<file path="src/rtl/reg_seq_pkg.sv">
// Shared types and constants for the register access sequencer: FSM states,
// the queued request record and the read/write op encoding.
package reg_seq_pkg;

  localparam int REQ_DATA_W         = 16;
  localparam int DEFAULT_FIFO_DEPTH = 4;

  localparam logic OP_READ  = 1'b0;
  localparam logic OP_WRITE = 1'b1;

  typedef enum logic [1:0] {
    IDLE  = 2'd0,
    WRITE = 2'd1,
    READ  = 2'd2,
    RESP  = 2'd3
  } state_e;

  typedef struct packed {
    logic                  write;
    logic [REQ_DATA_W-1:0] data;
  } req_t;

endpackage

</file>
<file path="src/rtl/seq_fifo.sv">
// In-order request buffer. Full is registered from the next count so the
// upstream ready never has a combinational path from the pop side.
module seq_fifo
  import reg_seq_pkg::*;
#(
  parameter int DEPTH = DEFAULT_FIFO_DEPTH
) (
  input  logic                     clk,
  input  logic                     reset,
  input  logic                     push,
  input  req_t                     push_data,
  input  logic                     pop,
  output req_t                     pop_data,
  output logic                     full,
  output logic                     empty,
  output logic [$clog2(DEPTH):0]   count
);

  localparam int PTR_W = $clog2(DEPTH);
  localparam int CNT_W = PTR_W + 1;

  req_t               mem_q [DEPTH];
  logic [PTR_W-1:0]   wr_ptr_q, wr_ptr_d;
  logic [PTR_W-1:0]   rd_ptr_q, rd_ptr_d;
  logic [CNT_W-1:0]   count_q, count_d;
  logic               full_q, full_d;
  logic               do_push, do_pop;

  // A full FIFO refuses the push even when a pop frees a slot this cycle.
  always_comb begin
    do_push  = push && !full_q;
    do_pop   = pop && (count_q != '0);
    wr_ptr_d = do_push ? wr_ptr_q + PTR_W'(1) : wr_ptr_q;
    rd_ptr_d = do_pop  ? rd_ptr_q + PTR_W'(1) : rd_ptr_q;
    unique case ({do_push, do_pop})
      2'b10:   count_d = count_q + CNT_W'(1);
      2'b01:   count_d = count_q - CNT_W'(1);
      default: count_d = count_q;
    endcase
    full_d = (count_d == CNT_W'(DEPTH));
  end

  always_ff @(posedge clk or posedge reset) begin
    if (reset) begin
      wr_ptr_q <= '0;
      rd_ptr_q <= '0;
      count_q  <= '0;
      full_q   <= 1'b0;
    end else begin
      wr_ptr_q <= wr_ptr_d;
      rd_ptr_q <= rd_ptr_d;
      count_q  <= count_d;
      full_q   <= full_d;
    end
  end

  always_ff @(posedge clk) begin
    if (do_push) mem_q[wr_ptr_q] <= push_data;
  end

  assign pop_data = mem_q[rd_ptr_q];
  assign full     = full_q;
  assign empty    = (count_q == '0);
  assign count    = count_q;

endmodule

</file>
<file path="src/rtl/reg_access_sequencer.sv">
// Front-end for the single-port data register: buffers requests, issues them one
// at a time, and returns read data on a valid/ready response channel.
module reg_access_sequencer
  import reg_seq_pkg::*;
#(
  parameter int DATA_W     = REQ_DATA_W,
  parameter int FIFO_DEPTH = DEFAULT_FIFO_DEPTH
) (
  input  logic              clk,
  input  logic              reset,
  input  logic              req_valid,
  output logic              req_ready,
  input  logic              req_write,
  input  logic [DATA_W-1:0] req_wdata,
  output logic              resp_valid,
  input  logic              resp_ready,
  output logic [DATA_W-1:0] resp_rdata,
  output logic              reg_we,
  output logic [DATA_W-1:0] reg_wdata,
  output logic              reg_re,
  input  logic [DATA_W-1:0] reg_rdata,
  output logic              busy
);

  // Handshakes: a transfer happens on a rising edge where valid && ready; the
  // source holds its payload stable while valid is high and ready is low.

  req_t                         push_req, head_req;
  logic                         pop, fifo_full, fifo_empty;
  logic [$clog2(FIFO_DEPTH):0]  fifo_count;

  state_e              state_q, state_d;
  logic                reg_we_q, reg_we_d;
  logic                reg_re_q, reg_re_d;
  logic                resp_valid_q, resp_valid_d;
  logic [DATA_W-1:0]   reg_wdata_q, reg_wdata_d;
  logic [DATA_W-1:0]   resp_rdata_q, resp_rdata_d;

  always_comb begin
    push_req       = '0;
    push_req.write = req_write;
    push_req.data  = req_wdata;
  end

  seq_fifo #(.DEPTH(FIFO_DEPTH)) u_fifo (
    .clk       (clk),
    .reset     (reset),
    .push      (req_valid),
    .push_data (push_req),
    .pop       (pop),
    .pop_data  (head_req),
    .full      (fifo_full),
    .empty     (fifo_empty),
    .count     (fifo_count)
  );

  // Strobes are computed from the next state so each one lines up exactly with
  // the state that owns it and all three are mutually exclusive by construction.
  always_comb begin
    state_d      = state_q;
    pop          = 1'b0;
    reg_we_d     = 1'b0;
    reg_wdata_d  = '0;
    reg_re_d     = 1'b0;
    resp_valid_d = 1'b0;
    resp_rdata_d = resp_rdata_q;
    unique case (state_q)
      IDLE: begin
        if (!fifo_empty) begin
          pop = 1'b1;
          if (head_req.write == OP_WRITE) begin
            state_d     = WRITE;
            reg_we_d    = 1'b1;
            reg_wdata_d = head_req.data;
          end else begin
            state_d  = READ;
            reg_re_d = 1'b1;
          end
        end
      end
      WRITE: state_d = IDLE;
      READ: begin
        state_d      = RESP;
        resp_valid_d = 1'b1;
        resp_rdata_d = reg_rdata;
      end
      RESP: begin
        // The FIFO stays untouched here so responses come back in request order.
        if (resp_ready) state_d = IDLE;
        else            resp_valid_d = 1'b1;
      end
      default: state_d = IDLE;
    endcase
  end

  always_ff @(posedge clk or posedge reset) begin
    if (reset) begin
      state_q      <= IDLE;
      reg_we_q     <= 1'b0;
      reg_wdata_q  <= '0;
      reg_re_q     <= 1'b0;
      resp_valid_q <= 1'b0;
      resp_rdata_q <= '0;
    end else begin
      state_q      <= state_d;
      reg_we_q     <= reg_we_d;
      reg_wdata_q  <= reg_wdata_d;
      reg_re_q     <= reg_re_d;
      resp_valid_q <= resp_valid_d;
      resp_rdata_q <= resp_rdata_d;
    end
  end

  assign req_ready  = !fifo_full;
  assign reg_we     = reg_we_q;
  assign reg_wdata  = reg_wdata_q;
  assign reg_re     = reg_re_q;
  assign resp_valid = resp_valid_q;
  assign resp_rdata = resp_rdata_q;
  assign busy       = (state_q != IDLE) || (fifo_count != '0);

endmodule
</file>
<file path="config.mk">
export PLATFORM = sky130hd
export DESIGN_NAME = reg_access_sequencer
export DESIGN_NICKNAME = d
export VERILOG_FILES = /design/src/rtl/reg_seq_pkg.sv /design/src/rtl/seq_fifo.sv /design/src/rtl/reg_access_sequencer.sv
export SDC_FILE = /design/constraint.sdc
export NUM_CORES = 1
export LEC_CHECK = 0
export BUFFER_PORTS_ARGS = -buffer_cell sky130_fd_sc_hd__buf_2
export CORE_UTILIZATION = 44
export CTS_BUF_LIST = sky130_fd_sc_hd__clkbuf_4
export DETAILED_ROUTE_END_ITERATION = 7
export PLACE_DENSITY = 0.66
export SETUP_SLACK_MARGIN = 0.2
export SKIP_CTS_REPAIR_TIMING = 1
export SLEW_MARGIN = 20
export SYNTH_ARGS = -nofsm -noshare
export SYNTH_HDL_FRONTEND = slang
export SYNTH_SLANG_ARGS = --single-unit
</file>
<file path="constraint.sdc">
create_clock -name clk -period 3.8 [get_ports clk]
set_clock_uncertainty 0.1 [all_clocks]
set_input_delay 0.57 -clock clk [delete_from_list [all_inputs] [get_ports clk]]
set_output_delay 0.57 -clock clk [all_outputs]
set_load 0.02 [all_outputs]
</file>
### Word level (Yosys, flattened, before mapping)

Memory sizes are Yosys's and may differ from the RTL's.
Cells that the tools add are included.

| word-level totals | value |
|---|---|
| register bits | 45 |
| memory bits (writable) | 68 |
| input port bits | 37 |
| output and inout port bits | 37 |
| logic and storage cells | 52 |
| memories | 1 |

Memory list:

| name | depth | width | rd ports | clocked after Yosys merged registers in | write ports | RTL line | source |
|---|---|---|---|---|---|---|---|
| u_fifo.mem_q | 4 | 17 | 1 | 0 | 1 | seq_fifo.sv:22 | `req_t mem_q [DEPTH];` |

| cells by class | value |
|---|---|
| add/sub/neg operators | 4 |
| eq/ne operators | 8 |
| muxes and demuxes | 20 |
| reductions and logical operators | 9 |

Operators with widths:

| operator | count |
|---|---|
| two-way mux 16 bit | 3 |
| two-way mux 1 bit | 11 |
| one-hot mux 2 bit (4 select lines) | 1 |
| == test 2 bit (second input constant) | 3 |
| two-way mux 2 bit | 3 |
| one-hot mux 3 bit (2 select lines) | 1 |
| adder 2 x 1 -> 2 bit (second input constant) | 2 |
| == test 2 x 1 -> 1 bit (second input constant) | 2 |
| != test 2 bit (second input constant) | 2 |
| adder 3 x 1 -> 3 bit (second input constant) | 1 |
| == test 3 bit (second input constant) | 1 |
| logical NOT 3 bit | 1 |
| nonzero test 3 bit | 1 |
| subtractor 3 x 1 -> 3 bit (second input constant) | 1 |
| logical AND 1 bit | 2 |
| logical NOT 2 bit | 1 |
| one-hot mux 1 bit (2 select lines) | 1 |
| AND reduction 2 bit | 1 |
| nonzero test 2 bit | 1 |
| logical NOT 1 bit | 1 |
| logical OR 1 bit | 1 |

### Longest topological paths before layout

Gate-level depths: netlist (run 1).

| logic depth | value |
|---|---|
| depth in word-level cells | 7 |
| gate-level depth with buffers | 9 |
| gate-level depth less buffers | 9 |

### Modules after synthesis

Synthesis (run 1) repeated with hierarchy kept, for this count alone.

| unflattened totals | value |
|---|---|
| cells, all modules | 218 |
| area total of the unflattened synthesis | 4341.7 um2 |

Modules (own cells, without submodules):

| module | instances | cells each | area each (um2) |
|---|---|---|---|
| seq_fifo | 1 | 131 | 2946.6 |
| reg_access_sequencer | 1 | 87 | 1395.1 |

### Worst setup path before layout (run 1)

No wires, ideal clock.

| timing path | value |
|---|---|
| path type | input to register |
| start | input req_valid |
| end | register u_fifo.full_q (netlist: u_fifo.full) |
| setup time | 0.094 ns |
| arrival time | 2.140 ns |
| required time | 3.606 ns |
| setup slack | 1.467 ns |
| cell stages on the path | 9 |
| path buffers | 1 |
| path through | nor2b_1 clkbuf_1 inv_1 ha_1 inv_1 fa_1 xor2_1 or3_1 a211oi_1 |

| on the way | value |
|---|---|
| word-level cells in the longest chain between the ends | 4 |

RTL lines:

| item | RTL line | source |
|---|---|---|
| start, declared | reg_access_sequencer.sv:11 | `input logic req_valid,` |
| logical AND 1 bit * | seq_fifo.sv:31 | `do_push = push && !full_q;` |
| == test 2 x 1 -> 1 bit or == test 2 bit (tied branches) | seq_fifo.sv:35 | `unique case ({do_push, do_pop})` |
| one-hot mux 3 bit (2 select lines) * | seq_fifo.sv:35 |  |
| == test 3 bit * | seq_fifo.sv:40 | `full_d = (count_d == CNT_W'(DEPTH));` |
| net u_fifo.full_d | seq_fifo.sv:26 | `logic full_q, full_d;` |
| end signal, assigned | seq_fifo.sv:53 | `full_q <= full_d;` |
| end, declared | seq_fifo.sv:26 |  |

Mark *: on every way through the listed nets, which the timed path passes. The rest lies on a longest branch.
A chain may end at the register's enable or synchronous reset.

### Worst setup path after layout (run 1)

| timing path | value |
|---|---|
| start | register state_q[1] |
| end | register u_fifo.full_q (netlist: u_fifo.full) |

| on the way | value |
|---|---|
| word-level cells in the longest chain between the ends | 6 |

RTL lines:

| item | RTL line | source |
|---|---|---|
| start, declared | reg_access_sequencer.sv:32 | `state_e state_q, state_d;` |
| start signal, assigned | reg_access_sequencer.sv:105 | `state_q <= state_d;` |
| logical NOT 2 bit * | reg_access_sequencer.sv:67 | `unique case (state_q)` |
| two-way mux 1 bit * | reg_access_sequencer.sv:67 |  |
| logical AND 1 bit * | seq_fifo.sv:32 | `do_pop = pop && (count_q != '0);` |
| net u_fifo.do_pop | seq_fifo.sv:27 | `logic do_push, do_pop;` |
| == test 2 x 1 -> 1 bit or == test 2 bit (tied branches) | seq_fifo.sv:35 |  |
| one-hot mux 3 bit (2 select lines) * | seq_fifo.sv:35 |  |
| == test 3 bit * | seq_fifo.sv:40 |  |
| net u_fifo.full_d | seq_fifo.sv:26 |  |

Marked as above.

==> run metrics, run 1 <==
status complete, no violations; PwrDens 788 nW/um2; clock slew at reported path FFs 0.10 ns; n_diodes 0; max-slew violations 0; post-synthesis register bit count 113; hold slack 0.176 ns; # nets final roughly 350; fmax 399 MHz; DRT Wirelength 6670 um; area of the multi-input gates 933 um2; Die W 99.7 um; die area 9930 um2; slew at the pin closest to its max-slew limit 0.931 ns; IO Pins between 70 and 80; initial core utilization 0.454; TritonCTS clock tree done; post-synth top area share 0.487; Root Buffer clkbuf_4; Hold Crit Class input port to asynchronous set/reset pin; number of global-route vias before repair 2,140; Startpoint Class flip-flop; Overall Global Routing Usage 0.152; sequential fraction of the synthesis area 0.755; Tmin final about 2.5 ns; cell taking the most area after synthesis edfxtp_1; Avg Inst Size Synth 19.4 um2; Yosys cell types 25; # clock sinks 113; share of cells above drive strength 1 0.443; RSZ-0062 raised after global routing no; fin crit share 0.659; relative max-transition margin 0.378; WL/cell ~15 um; Primary FF master, synth edfxtp_1; cell area after synthesis 4200 um2; DR pass1 iterations 4; I/O Buffers 73; global-route wire length before repair 10,800 um; Skew-Pair Late Insertion Delay approximately 0.5 ns; WP data arrival 2.80 ns; CTS buffer count 17; antenna-violating nets left 0; Fin. Hold Viols 0; Yosys Warn Count 0; die height 99.7 um; FP Rows 35; initial antenna violation count 0; Syn Nets 259; grt total ovfl 0; Final Wtd Congestion 0.708; Area Overhead vs Synth 17.9%; CP required 4.10 ns; ranking of synthesized cells by area edfxtp_1 (49%), dfrtp_1 (27%), mux4_2 (9.1%); dpl hpwl roughly 4200 um; fillers 742; H-tree levels 4; P_leak 2.02 nW; Async SR Flop Fraction 0.398; Peak VDD IR between 0.2 and 0.3 mV; Worst setup EP type flip-flop; Post-synth EDFFs 68; R2R cell count 9; final setup vio count 0; crit-path max FO 4; register area 3170 um2; vias per cell ~4.7; Clock Path Buffers 2; drt drc 0; via count 2,081; core area between 9000 and 10,000 um2; cells after synthesis 216; Max Cap Viol 0; Setup TNS Final 0 ns; WS Path Type flip-flop to flip-flop; largest net degree at the start of global routing 46; DR iter-0 viols 46
-- synthesized netlist by cell type, types with 2 or more instances --
cell      number
edfxtp_1      68
dfrtp_1       45
nor2b_1       18
mux4_2        17
mux2_2        16
inv_1         11
ha_1           5
nand2_1        5
and2_1         4
buf_2          4
xnor2_1        4
o21ai_0        3
buf_6          2
nor2_1         2
or3_1          2
-- layer usage --
layer,vias to the layer above,track usage,share of wire
met5,-,0,0
met4,0,0.0679,0.017
met3,10,0.0520,0.047
met2,71,0.243,0.47
met1,1029,0.187,0.46
li1,971,-,-
-- state kept, by name, indices dropped and copies added, names as in the netlist --
| register | count |
|---|---|
| u_fifo.rd_ptr_q | 2 |
| u_fifo.wr_ptr_q | 2 |
| reg_we | 1 |
| u_fifo.count | 3 |
| reg_re | 1 |
| resp_rdata | 16 |
| u_fifo.mem_q | 68 |
| resp_valid | 1 |
| reg_wdata | 16 |
| u_fifo.full | 1 |
| state_q | 2 |
-- placed cells by master (no fill, tap or decap), drive strengths merged --
| master | netlist | routed |
|---|---|---|
| a211oi | 1 | 1 |
| and2 | 4 | 4 |
| buf | 7 | 76 |
| bufinv | 0 | 2 |
| clkbuf | 1 | 18 |
| clkinv | 0 | 9 |
| clkinvlp | 0 | 3 |
| dfrtp | 45 | 45 |
| edfxtp | 68 | 68 |
| fa | 1 | 1 |
| ha | 5 | 5 |
| inv | 11 | 11 |
| mux2 | 16 | 16 |
| mux2i | 1 | 1 |
| mux4 | 17 | 17 |
| nand2 | 6 | 6 |
| nand2b | 1 | 1 |
| nand3 | 2 | 2 |
| nor2 | 2 | 2 |
| nor2b | 18 | 18 |
| o21ai | 3 | 3 |
| or3 | 2 | 2 |
| xnor2 | 4 | 4 |
| xor2 | 1 | 1 |
-- worst max-delay path: stages (launching register included) --
cell and delay [ns]:
dfrtp_1 0.40, nor2_1 0.32, nand2_1 0.18, inv_1 0.10, ha_1 0.18, inv_1 0.06, fa_1 0.37, xor2_1 0.16
or3_1 0.33, a211oi_1 0.24
-- logic make-up after synthesis --
family / after synthesis / synth area share
AOI/OAI and AO/OA: 4 / 0.00537
xor gates and xnor gates: 5 / 0.0104
adders and majority gates: 6 / 0.0197
buffers and inverters: 19 / 0.0227
DFF: 113 / 0.755
muxes: 34 / 0.137
and+or+nand+nor: 35 / 0.0504
-- worst paths after layout --
path / endpoint / startpoint / slack [ns]
max: u_fifo.full$_DFF_PP0_ / state_q[1]$_DFFE_PP0P_ / 1.30
min: resp_rdata[5]$_DFFE_PP0P_ / reset / 0.18
max reg2reg: u_fifo.full$_DFF_PP0_ / state_q[1]$_DFFE_PP0P_ / 1.30
min reg2reg: resp_rdata[8]$_DFFE_PP0P_ / resp_rdata[8]$_DFFE_PP0P_ / 0.41
max in group asynchronous: state_q[1]$_DFFE_PP0P_ / reset / 2.83
min in group clk: u_fifo.mem_q[3][1]$_DFFE_PP_ / req_wdata[1] / 0.20
-- stage by stage --
step           instance area, um2  power [mW]  instances  worst slack, ns  utilization
6_report                     4950        3.90        445             1.30        0.536
5_1_grt                      4950        4.15        445             1.11        0.536
4_1_cts                      4950        3.97        445             1.28        0.536
3_5_place_dp                 4690        3.16        413             1.32        0.508
3_3_place_gp                 4690        3.12        413             1.38        0.508
2_1_floorplan                4200        2.79        216             1.47            -
-- layout make-up --
cell class,instances,share of cell area
clock buffers,18,0.0273
clock inverters,14,0.0248
inverters,11,0.00834
multi-input cells,84,0.189
flip-flops and latches,113,0.640
well taps,129,0.0326
repair buffers,76,0.0784
-- power breakdown --
group | switching, mW | internal (mW) | total, mW
Combinational | 0.714 | 0.578 | 1.29
Clock | 0.423 | 0.382 | 0.805
Sequential | 0.137 | 1.67 | 1.80
(Power assumes the default switching activity.)
==> inputs of run 2 (changes only) <==
Settings changed: ABC_AREA set to 1.
Clock period 3.8 ns to 2.4 ns, I/O delays scaled along.
==> run metrics, run 2 <==
status complete, no violations; H-tree levels 4 (unchanged); vias per cell 4.47 (-4.4%); Int Pwr 4.14 mW (+58%); slew at the pin closest to its max-slew limit 0.532 ns (-0.399 ns); Clock Path Buffers 2 (unchanged); post-synth top area share 0.451 (-0.0359); fin crit share 0.858 (+0.199); dpl hpwl 4860 um (+15%); CP max stage delay 0.42 ns (+0.02 ns); relative max-transition margin 0.645 (+0.267); post-synthesis register bit count 113 (unchanged); Area Overhead vs Synth 24.9%; die area 10,700 um2 (+7.8%); most frequent cells after synthesis nand2_1 (160), edfxtp_1 (68), dfrtp_1 (45), inv_1 (37), nor2_1 (13); DR iter-0 viols 66 (+43%); via count 2,946 (+42%); largest reg by FF count u_fifo.mem_q; PwrDens 1190 nW/um2 (+51%); critical-path cell list nor2_2, nand2_1, nand2_2, clkinv_2, ha_1, inv_1, fa_1, nand2_1, o21ai_0, nand2_1, a21oi_1; final setup vio count 0 (unchanged); Avg Inst Size Synth 11.7 um2 (-40%); die height 103 um (+3.8%); WL/cell 12.5 um (-17%); Overall Global Routing Usage 0.166 (+0.0147); DRT Wirelength 8250 um (+24%); Post-Route M1 WL 3680 um (+19%); count leader, synth nand2_1; Final Wtd Congestion 0.736 (+4.0%); Yosys Warn Count 0 (unchanged); initial core utilization 0.459 (+0.00512); fmax 486 MHz (+22%); Skew-Pair Late Insertion Delay 0.49 ns (about the same); Async SR Flop Fraction 0.398 (unchanged); CP dominant cell by count nand2_1; R2R cell count 11 (+2); sequential share of power 0.424 (-0.039); crit-path max FO 4 (unchanged); Root Buffer clkbuf_4; cell area after synthesis 4530 um2 (+8.0%); Startpoint Class flip-flop; fillers 808 (+8.9%); share of cells above drive strength 1 0.276 (-0.167); Syn Nets 431 (+66%); CP required 2.68 ns (-1.42 ns); net switching power 2.59 mW (+100%); Comb pwr share 0.378 (+0.047); # nets final 556 (+61%); ranking of synthesized cells by area edfxtp_1 (45%), dfrtp_1 (25%), nand2_1 (13%); WS Path Type flip-flop to flip-flop; Fin. Hold Viols 0 (unchanged); I/O Buffers 73 (unchanged); RSZ-0062 raised after global routing no; Die W 103 um (+3.8%); Total Power 6.74 mW (+73%); Yosys cell types 25 (unchanged); largest net degree at the start of global routing 37 (-20%); sequential fraction of the synthesis area 0.699 (-0.0557); commonest non-fill, non-tap cells in the layout nand2_1 (160), buf_2 (73), edfxtp_1 (68); met2 WL 4040 um (+28%); Max Cap Viol 0 (unchanged); IO Pins 74 (unchanged); Worst setup EP type flip-flop; WP data arrival 2.34 ns (-0.46 ns); Tmin final 2.06 ns (-0.446 ns); Setup TNS Final 0 ns (unchanged); Primary FF master, synth edfxtp_1; number of global-route vias before repair 2,719 (+27%); Peak VDD IR 0.585 mV (+120%); Hold Crit Class input port to flip-flop; TritonCTS clock tree done; Clock Power Share 0.198 (-0.008); FP Rows 36 (+2.9%); cells after synthesis 388 (+80%); CTS buffer count 17 (unchanged); max-slew violations 0 (unchanged); cell taking the most area after synthesis edfxtp_1; n_diodes 0 (unchanged); max FFs per register 68 (unchanged); most common cell after layout, fill and taps aside nand2_1; uppermost routed layer met4; P_leak 2.68 nW (+32%); met3 WL 388 um (+23%); grt total ovfl 0 (unchanged); initial antenna violation count 0 (unchanged); Sw Ratio 0.385 (+0.0585); # clock sinks 113 (unchanged); core area 9860 um2 (+6.8%); hold depth 3; clock slew at reported path FFs 0.10 ns (about the same); DR pass1 iterations 4 (unchanged); drt drc 0 (unchanged); Crit-path slowest cell dfrtp_1; global-route wire length before repair 12,700 um (+18%); Post-synth EDFFs 68 (unchanged); antenna-violating nets left 0 (unchanged)
-- run 2: worst max-delay path, delay by kind of cell, from the launching register on --
kind            cells  cell delay, ns
buf+inv             2            0.19
flops               1            0.42
simple gates        5            0.46
compound gates      2            0.15
fa+ha+maj           2            0.65
-- run 2: logic make-up (layout without fill, tap and decap cells) --
logic type      Yosys count  count (layout)  synth area share
simple gates            193             193             0.174
flops                   113             113             0.699
buf+inv                  52             190            0.0572
mux                      16              16            0.0398
fa+ha+maj                 6               6            0.0182
compound gates            5               5           0.00552
xor+xnor                  3               3           0.00580
-- run 2: path summary, 6_finish.rpt --
check                                                  to  slack, ns                       from
min in group asynchronous          reg_wdata[7]$_DFF_PP0_       0.27                      reset
setup reg to reg                    u_fifo.full$_DFF_PP0_       0.34  u_fifo.count[0]$_DFF_PP0_
max in group asynchronous      resp_rdata[11]$_DFFE_PP0P_       1.19                      reset
hold / removal             u_fifo.wr_ptr_q[0]$_DFFE_PP0P_       0.22                  req_valid
hold reg to reg                 resp_rdata[5]$_DFFE_PP0P_       0.40  resp_rdata[5]$_DFFE_PP0P_
setup / recovery                    u_fifo.full$_DFF_PP0_       0.34  u_fifo.count[0]$_DFF_PP0_
-- run 2: cell type report --
type,instances,area [um2],area share
sequential,113,3170,0.560
clock inverter,14,140,0.0248
timing repair buffer,118,791,0.140
tap,133,166,0.0294
multi-input combinational,223,1100,0.195
clock buffer,18,135,0.0239
inverter,40,156,0.0276
-- run 2: through the flow --
step / cell area, um2 / setup WS, ns / hold WS, ns / cells / util
after global routing: 5660 / 0.204 / 0.221 / 659 / 0.574
after global placement: 5030 / 0.427 / 0.248 / 591 / 0.510
after CTS: 5300 / 0.327 / -0.308 / 623 / 0.538
final: 5660 / 0.342 / 0.216 / 659 / 0.574
after floorplan: 4530 / 0.440 / 0.359 / 388 / -
after detailed placement: 5030 / 0.353 / 0.251 / 591 / 0.510
-- run 2: per-layer routing --
layer / GRT usage / vias to the layer above
li1: - / 1484
met2: 0.285 / 78
met3: 0.0417 / 12
met1: 0.195 / 1372
met4: 0.0845 / 0
met5: 0 / -
-- run 2: power by group through the flow --
stage	Combinational, mW	Sequential, mW	Clock [mW]
after floorplan	1.63	3.15	0
after global placement	2.46	2.88	0
after detailed placement	2.51	2.89	0
after CTS	2.53	2.85	1.38
after global routing	2.89	2.91	1.46
final	2.55	2.85	1.34
==> inputs of run 3 (changes only) <==
Settings changed: CELL_PAD_IN_SITES_DETAIL_PLACEMENT set to 1, CELL_PAD_IN_SITES_GLOBAL_PLACEMENT set to 1, PLACE_DENSITY 0.66 to 0.79.
==> run metrics, run 3 (same netlist as run 2, synthesis figures left out) <==
Int Pwr 4.21 mW (+1.7%); status complete, no violations; antenna-violating nets left 0 (unchanged); CP required 2.71 ns (+0.03 ns); DR pass1 iterations 4 (unchanged); Fin. Hold Viols 0 (unchanged); CP Buf/Inv Count 2 (unchanged); via count 3,075 (+4.4%); global-route wire length before repair 14,600 um (+15%); PwrDens 1210 nW/um2 (+1.8%); largest net degree at the start of global routing 37 (unchanged); RSZ-0062 raised after global routing no; initial antenna violation count 0 (unchanged); number of global-route vias before repair 3,060 (+13%); CTS buffer count 17 (unchanged); net switching power 2.65 mW (+2.1%); n_diodes 0 (unchanged); relative max-transition margin 0.715 (+0.0701); Clock Power Share 0.192 (-0.006); core area 9860 um2 (unchanged); max FFs per register 68 (unchanged); GR peak layer met2; Final Wtd Congestion 0.732 (-0.64%); Peak VDD IR 0.561 mV (-4.1%); Critical R2R Launch state_q[0]$_DFFE_PP0P_; DR iter-0 viols 117 (+77%); Area Overhead vs Synth 25.0% (about the same); GR Util met3 0.0659 (+0.0242); fin crit share 0.847 (-0.0106); Setup TNS Final 0 ns (unchanged); crit-path max FO 4 (unchanged); final setup vio count 0 (unchanged); fmax 492 MHz (+1.2%); max-slew violations 0 (unchanged); Skew-Pair Late Insertion Delay 0.48 ns (about the same); Finished Core Util 0.574 (about the same); P_leak 2.70 nW (+0.83%); critical-path cell list nor2_2, nand2_2, inv_4, ha_1, inv_1, fa_1, nand2_1, o21ai_0, nand2_1, a21oi_1; vias per cell 4.65 (+4.1%); DRT Wirelength 10,100 um (+23%); Worst setup EP type flip-flop; Hold Crit Endpoint u_fifo.wr_ptr_q[0]$_DFFE_PP0P_; hold depth 3 (unchanged); met2 Use GR 0.340 (+0.0545); die height 103 um (unchanged); H-tree levels 4 (unchanged); largest reg by FF count u_fifo.mem_q; Root Buffer clkbuf_4; die area 10,700 um2 (unchanged); Comb pwr share 0.390 (+0.012); Sw Ratio 0.386 (+0.000953); Overall Global Routing Usage 0.193 (+0.0264); TritonCTS clock tree done; r2r endpoint u_fifo.full$_DFF_PP0_; dpl hpwl 6190 um (+27%); # nets final 558 (+0.36%); R2R cell count 10 (-1); IO Pins 74 (unchanged); I/O Buffers 73 (unchanged); WS Path Type flip-flop to flip-flop; commonest non-fill, non-tap cells in the layout nand2_1 (160), buf_2 (73), edfxtp_1 (68); CP dominant cell by count nand2_1; most common cell after layout, fill and taps aside nand2_1; R2R setup slack 0.37 ns (+0.03 ns); cell family with most CP delay adder cells; # clock sinks 113 (unchanged); initial core utilization 0.459 (unchanged); clock slew at reported path FFs 0.09 ns (about the same); FP Rows 36 (unchanged); Hold Crit Class input port to flip-flop; Clock Path Buffers 2 (unchanged); CP max stage delay 0.47 ns (+0.05 ns); Die W 103 um (unchanged); Crit-path slowest cell fa_1; WL/cell 15.3 um (+22%); met1 Use GR 0.213 (+0.0182); slew at the pin closest to its max-slew limit 0.427 ns (-0.105 ns); hold path start req_valid; Tmin final 2.03 ns (-0.0254 ns); share of cells above drive strength 1 0.275 (-0.00104); Startpoint Class flip-flop; grt total ovfl 0 (unchanged); sequential share of power 0.419 (-0.005); Max Cap Viol 0 (unchanged); WP data arrival 2.35 ns (about the same); drt drc 0 (unchanged)
run 3: metrics by stage:
step	worst slack (ns)	power, mW	std cells	hold slack, ns	cell area [um2]
floorplan	0.440	4.78	388	0.359	4530
global placement	0.419	5.36	591	0.257	5030
detailed placement	0.318	5.53	591	0.272	5030
CTS	0.293	6.86	623	-0.291	5290
global route	0.180	7.38	661	0.212	5670
finish	0.367	6.86	661	0.235	5670
run 3: power by group through the flow:
stage | Sequential, mW | Clock, mW | Combinational, mW
after floorplan | 3.15 | 0 | 1.63
after global placement | 2.87 | 0 | 2.50
after detailed placement | 2.91 | 0 | 2.62
after CTS | 2.87 | 1.35 | 2.63
after global routing | 2.93 | 1.43 | 3.02
final | 2.87 | 1.32 | 2.67
run 3: how the worst max path moves through the flow:
stage / from / to / slack (ns) / depth (start not counted)
global route: state_q[0]$_DFFE_PP0P_ / u_fifo.full$_DFF_PP0_ / 0.18 / 10
CTS: u_fifo.count[0]$_DFF_PP0_ / u_fifo.full$_DFF_PP0_ / 0.29 / 11
finish: state_q[0]$_DFFE_PP0P_ / u_fifo.full$_DFF_PP0_ / 0.37 / 10
global placement: u_fifo.count[0]$_DFF_PP0_ / u_fifo.full$_DFF_PP0_ / 0.42 / 11
detailed placement: u_fifo.count[0]$_DFF_PP0_ / u_fifo.full$_DFF_PP0_ / 0.32 / 11
floorplan: u_fifo.full$_DFF_PP0_ / u_fifo.mem_q[0][0]$_DFFE_PP_ / 0.44 / 3
run 3: final cells by class:
cell class	instances	area, um2
fill	1057	4200
sequential	113	3170
multi-input combinational	223	1100
timing repair buffer	120	806
clock buffer	23	173
tap	133	166
inverter	40	158
clock inverter	9	91.3
run 3: routing by layer:
layer,vias to the layer above,share of wire
li1,1481,-
met1,1491,0.40
met2,92,0.53
met3,11,0.055
met4,0,0.014
met5,-,0
run 3: worst reg2reg max path, cell delays in order, from the launching register on:
cell     delay (ns)
dfrtp_1        0.42
nor2_2         0.16
nand2_2        0.11
inv_4          0.10
ha_1           0.18
inv_1          0.07
fa_1           0.47
nand2_1        0.05
o21ai_0        0.11
nand2_1        0.09
a21oi_1        0.12
